===== config.mk =====
export PLATFORM = sky130hd
export DESIGN_NAME = conv_bias_sequencer
export DESIGN_NICKNAME = d
export VERILOG_FILES = /design/src/rtl/conv_bias_sequencer.sv
export SDC_FILE = /design/constraint.sdc
export NUM_CORES = 1
export LEC_CHECK = 0
export BUFFER_PORTS_ARGS = -buffer_cell sky130_fd_sc_hd__buf_2
export CORE_ASPECT_RATIO = 0.9
export CORE_UTILIZATION = 50
export DETAILED_ROUTE_END_ITERATION = 10
export PLACE_DENSITY = 0.79
export SYNTH_ARGS = -nofsm -noshare
export SYNTH_HDL_FRONTEND = slang
export SYNTH_SLANG_ARGS = --single-unit

===== constraint.sdc =====
create_clock -name clk -period 2.26 [get_ports clk]
set_input_delay 0.113 -clock clk [delete_from_list [all_inputs] [get_ports clk]]
set_output_delay 0.113 -clock clk [all_outputs]
set_load 0.05 [all_outputs]

===== src/rtl/conv_bias_sequencer.sv =====
// Streams one SRAM bias word per output channel, each held for HOLD accepted beats.
// First bias valid 3 cycles after start; bias_ready low stalls everything, no SRAM access.
module conv_bias_sequencer #(
  parameter int NUM_CH = 11,
  parameter int HOLD   = 3
) (
  input  logic        clk,
  input  logic        rst_b,
  input  logic        start,
  input  logic [4:0]  ch_base,
  output logic        mem_me,
  output logic [4:0]  mem_adr,
  input  logic [31:0] mem_q,
  output logic [31:0] bias_out,
  output logic        bias_valid,
  input  logic        bias_ready,
  output logic [4:0]  bias_ch,
  output logic        busy,
  output logic        done
);

  typedef enum logic [2:0] {
    S_IDLE,
    S_FETCH,
    S_CAPTURE,
    S_PRESENT,
    S_DONE
  } state_t;

  localparam logic [4:0] LAST_CH   = 5'(NUM_CH - 1);
  localparam logic [4:0] LAST_BEAT = 5'(HOLD - 1);

  state_t     state, state_nxt;
  logic [4:0] base_r;
  logic [4:0] ch_cnt;
  logic [4:0] beat_cnt;
  logic       beat_acc;
  logic       last_beat;
  logic       last_ch;

  assign beat_acc  = (state == S_PRESENT) && bias_ready;
  assign last_beat = (beat_cnt == LAST_BEAT);
  assign last_ch   = (ch_cnt == LAST_CH);

  always_ff @(posedge clk) begin
    if (rst_b) state <= S_IDLE;
    else       state <= state_nxt;
  end

  always_comb begin
    state_nxt = state;
    case (state)
      S_IDLE:    if (start) state_nxt = S_FETCH;
      S_FETCH:   state_nxt = S_CAPTURE;
      S_CAPTURE: state_nxt = S_PRESENT;
      S_PRESENT: if (beat_acc && last_beat) state_nxt = last_ch ? S_DONE : S_CAPTURE;
      S_DONE:    state_nxt = S_IDLE;
      default:   state_nxt = S_IDLE;
    endcase
  end

  // The next channel's read overlaps its predecessor's last beat, leaving a single CAPTURE bubble.
  always_comb begin
    mem_me  = 1'b0;
    mem_adr = 5'd0;
    if (!rst_b) begin
      if (state == S_FETCH) begin
        mem_me  = 1'b1;
        mem_adr = base_r + ch_cnt;
      end else if (beat_acc && last_beat && !last_ch) begin
        mem_me  = 1'b1;
        mem_adr = base_r + ch_cnt + 5'd1;
      end
    end
  end

  always_ff @(posedge clk) begin
    if (rst_b) begin
      base_r     <= 5'd0;
      ch_cnt     <= 5'd0;
      beat_cnt   <= 5'd0;
      bias_out   <= 32'd0;
      bias_ch    <= 5'd0;
      bias_valid <= 1'b0;
      busy       <= 1'b0;
      done       <= 1'b0;
    end else begin
      bias_valid <= (state_nxt == S_PRESENT);
      busy       <= (state_nxt != S_IDLE);
      done       <= (state_nxt == S_DONE);
      case (state)
        S_IDLE: begin
          ch_cnt   <= 5'd0;
          beat_cnt <= 5'd0;
          if (start) base_r <= ch_base;
        end
        S_CAPTURE: begin
          bias_out <= mem_q;
          bias_ch  <= ch_cnt;
        end
        S_PRESENT: begin
          if (beat_acc) begin
            if (last_beat) begin
              beat_cnt <= 5'd0;
              if (!last_ch) ch_cnt <= ch_cnt + 5'd1;
            end else begin
              beat_cnt <= beat_cnt + 5'd1;
            end
          end
        end
        default: ;
      endcase
    end
  end

endmodule


# Word level (Yosys, flattened, before mapping)
# Cells that the tools add are included.
# op_classes
add_sub_neg,4
n_eq_ne,10
muxes,17
n_reduce_logical,10
# ops
operator,n
5-bit two-way mux,8
5-bit case mux with 2 select lines,2
5-bit by 1-bit adder with 5-bit output (second input constant),3
3-bit case mux with 4 select lines,1
3-bit by 2-bit == test with 1-bit output (second input constant),3
3-bit two-way mux,3
2-bit inequality test (second input constant),3
5-bit adder,1
5-bit by 2-bit == test with 1-bit output (second input constant),1
5-bit by 4-bit == test with 1-bit output (second input constant),1
2-bit AND reduction,2
4-bit AND reduction,1
3-bit by 1-bit == test with 1-bit output (second input constant),1
3-bit == test (second input constant),1
1-bit logical AND,3
3-bit zero test,1
1-bit two-way mux,3
3-bit nonzero test,1
2-bit nonzero test,1
1-bit zero test,1
# word_totals
ff_bits,58
in_bits,41
out_inout_bits,46
word_cells,50

# Logic depth before layout (Yosys ltp)
# logic_depth
word_depth,7
depth_mapped,7
depth_no_buf,6

# Least setup slack after synthesis
# No wires, ideal clock.
# synth_path
path_kind,register -> output
startpoint,reg ch_cnt[0]
endpoint,out mem_adr[4]
t_arrival_ns,2.397
t_required_ns,2.147
slack_ns,-0.250
path_stages_with_launch,7
path_buffers,0
cell_sequence,dfxtp_1 -> ha_1 -> fa_1 -> ha_1 -> nand2_1 -> nor4_1 -> mux2i_1
# synth_via
elab_chain_len,6
word_cells_on_any_way,8
cone_classes,add/sub (2); eq/ne (1); mux (3); reduce/logical (2)
# synth_rtl
item,line_no,text
from (decl),35,logic [4:0] ch_cnt;
from (signal assigned),105,if (!last_ch) ch_cnt <= ch_cnt + 5'd1;
"parallel branches: the longest is 4 deep, another holds 5-bit adder",-,
5-bit two-way mux *,67,if (state == S_FETCH) begin
5-bit two-way mux *,66,if (!rst_b) begin
to (decl),12,"output logic [4:0] mem_adr,"
# Mark *: on every way between the ends.

# Worst setup path after layout
# layout_path
startpoint,reg base_r[0]
endpoint,out mem_adr[4]
# layout_via
elab_chain_len,5
# layout_rtl
item,line_no,text
from (decl),34,logic [4:0] base_r;
from (signal assigned),95,if (start) base_r <= ch_base;
5-bit adder *,"69, 72",
5-bit by 1-bit adder with 5-bit output,72,mem_adr = base_r + ch_cnt + 5'd1;
5-bit two-way mux,70,end else if (beat_acc && last_beat && !last_ch) begin
5-bit two-way mux *,67,
5-bit two-way mux *,66,
# Every way passes the cells marked *; elsewhere a longest branch is shown, timed or not.

==> summary.txt <==
Clock network
  – Clock Path Buffers: 2
  – CTS buffer count: 9
  – Worst-path clk slew: 0.07 ns
  – H-tree levels: 3
  – CTS root buffer: clkbuf_8
  – Worst-Skew Late Latency: 0.34 ns
  – Num Clock Sinks: 58
  – CTS tree: built

Die
  – Initial Util: 52.7%
  – Die Y: 70.3 um
  – IO Count: 87
  – Core area: 4920 sq um
  – Die ar.: 5480 sq um
  – Number of cell rows: 24
  – Die W: 77.9 um

Status
  – Status: finished, violations left
  – Failing checks: setup timing

Yosys
  – EDFF count, synth: 0
  – Post-synth top area cell: dfxtp_1
  – Synthesized net count: 364
  – Netlist Area Pre-Place: 2590 sq um
  – YS warnings: 0
  – Sequential area share after synthesis: 44.8%
  – Synth unique cells: 44
  – Area contributors post-synth: dfxtp_1 45%, nand2_1 12%, a21oi_1 8.7%
  – Synthesized instance count: 313
  – Ys flop type: dfxtp_1
  – Async S/R FF share, synth: 0%
  – Synth Register Bits: 58
  – Syn Area/Cell: 8.29 sq um
  – Post-synth top area share: 44.8%

Critical path
  – Max FO, Critical Path: 3
  – CP Cell Sequence: ha_4 > fa_2 > ha_1 > nand2_2 > nor4_4 > mux2i_2 > buf_6
  – Type of destination of the critical path: output port
  – CP required: 2.15 ns
  – FF-to-FF Start: beat_cnt[0]
  – Arr. time, crit path: 2.25 ns
  – Worst path max stage delay: 0.55 ns
  – CP startpoint: base_r[0]
  – Worst Setup Path Type: register to output port
  – Worst path slowest cell: fa_2
  – Startpoint types: register

Job
  – Max-cap violations: 0

Finish
  – Commonest cells after routing, fill and taps aside: 85 x nand2_1, 82 x buf_2, 55 x dfxtp_1, 45 x a21oi_1, 18 x nor2_1
  – Most common cell after layout, fill and taps aside: nand2_1
  – N_diodes: 0
  – Area delta synth->final: 33.4%
  – Multi-input gate area: 1370 sq um
  – Design area: 3460 sq um
  – Ratio of cells with drive above 1 in the final layout: 31.1%
  – Fillers: 389
  – Final Core Density: 70.3%
  – Number of nets in the layout: 462
  – FF+latch area: 1160 sq um

Global route
  – First-pass GRT wire length: 10100 um
  – Initial antenna violation count: 0
  – Largest net degree at the start of global routing: 54
  – Total grt overflow: 0
  – Tot GR Track Use: 23.8%
  – Vias in the first global route: 2287

STA
  – Setup Viol. Count Final: 2
  – Highest clock rate: 423 MHz
  – Fin crit period: 2.37 ns
  – Slew Limit Fails: 0
  – RSZ-0062 raised after global routing: true
  – Fin crit share: 105%
  – PnR worst setup slack: -0.105 ns
  – Final Hold Fails: 0
  – Clock skew: 0.00862 ns
  – Relative slew margins: 65.0%
  – Worst Tran Pin Value: 0.525 ns

Place
  – DP Wirelength: 4030 um
  – Dpl ws: 0.136 ns
  – Port Buffer Count: 86
  – Placed Area: 3080 sq um
  – GP Congestion: 0.841

Hold path
  – Worst Hold Class: input port to register
  – Worst hold start: mem_q[11]

Pwr
  – Total power: 2.57 mW
  – VDD IR max: 0.496 mV
  – Power Dens Cells: 743 nW/um^2
  – Pleak: 1.52 nW

Route
  – Via Count: 2475
  – Vias per cell: 5.16
  – Detail Route Antenna Nets: 0
  – 1st-iter DRT viols: 135
  – Routed length per instance: 13.2 um
  – First-pass DRT Iterations: 4
  – WL final: 6330 um
  – # DRC: 0
[registers in the layout (all words and copies together) (netlist names)]
signal      flops
base_r          5
bias_out       32
beat_cnt        5
done            1
bias_valid      1
ch_cnt          5
busy            1
state           3
bias_ch         5
[metal layers]
metal	routed length, um	global-route usage [%]	vias to the layer above
met1	2660	26.8	1121
met3	457	7.97	13
li1	-	-	1253
met5	0	0	-
met2	3090	40.5	88
met4	117	11.3	0
[kinds of logic after synthesis]
| group | count (synthesis) | share of synthesized area (%) |
|---|---|---|
| AOI/OAI and AO/OA | 61 | 13.4 |
| DFF | 58 | 44.8 |
| xor gates and xnor gates | 5 | 2.22 |
| and+or+nand+nor | 145 | 26.0 |
| muxes | 9 | 3.47 |
| adders and majority gates | 10 | 5.11 |
| buffers and inverters | 25 | 5.02 |
[through the flow]
stage,cells,hold slack (ns),setup TNS (ns)
6_report,480,0.0116,-0.148
5_1_grt,480,0.00858,-0.291
4_1_cts,480,0.00128,-0.106
3_5_place_dp,455,0.353,0
3_3_place_gp,455,0.347,0
2_1_floorplan,313,0.234,0
[final timing paths]
path | to | slack, ns | depth (start not counted)
setup / recovery | mem_adr[4] | -0.11 | 7
hold reg to reg | bias_out[2] | 0.45 | 2
setup reg to reg | beat_cnt[3] | 0.40 | 7
hold / removal | bias_out[11] | 0.01 | 3
[cell type report]
type | instances | share of cell area [%]
timing repair buffer | 105 | 17.8
clock inverter | 6 | 2.39
tap | 65 | 2.35
inverter | 7 | 0.759
multi-input combinational | 230 | 39.4
clock buffer | 9 | 3.58
sequential | 58 | 33.7
[critical path, delay by kind of cell, from the launching register on]
family / cells / cell delay, ns
adders and majority gates: 3 / 0.90
buffers and inverters: 1 / 0.18
DFF: 1 / 0.33
muxes: 1 / 0.25
and+or+nand+nor: 2 / 0.25
[Yosys cell counts, drive strengths merged (2+ instances only)]
cell type,count
a21oi,46
and3b,2
buf,13
and2,2
nor4,2
mux2i,9
nor3,7
clkbuf,4
a21o,2
nand4bb,2
dfxtp,58
a311oi,2
or3,3
or2,2
and3,3
nor2,19
o31ai,2
nor2b,2
nand2,86
ha,9
inv,7
a41oi,2
o21ai,2
xnor2,3
nand3,9
nand4,2
a31oi,2
[power by group]
part           internal (mW)  switching [mW]  leakage, nW
logic                  0.149           0.316        0.945
clock network          0.608           0.398        0.105
registers               1.07          0.0312        0.473
[timing repair]
action,in CTS,in global routing
endpoints found under the setup margin,2,4
resized for setup,10,9
endpoints found under the hold margin,9,0
hold buffers,9,0
pin swaps,3,3
buffers inserted,1,0
Note: power is estimated with default switching activity, not from simulation.
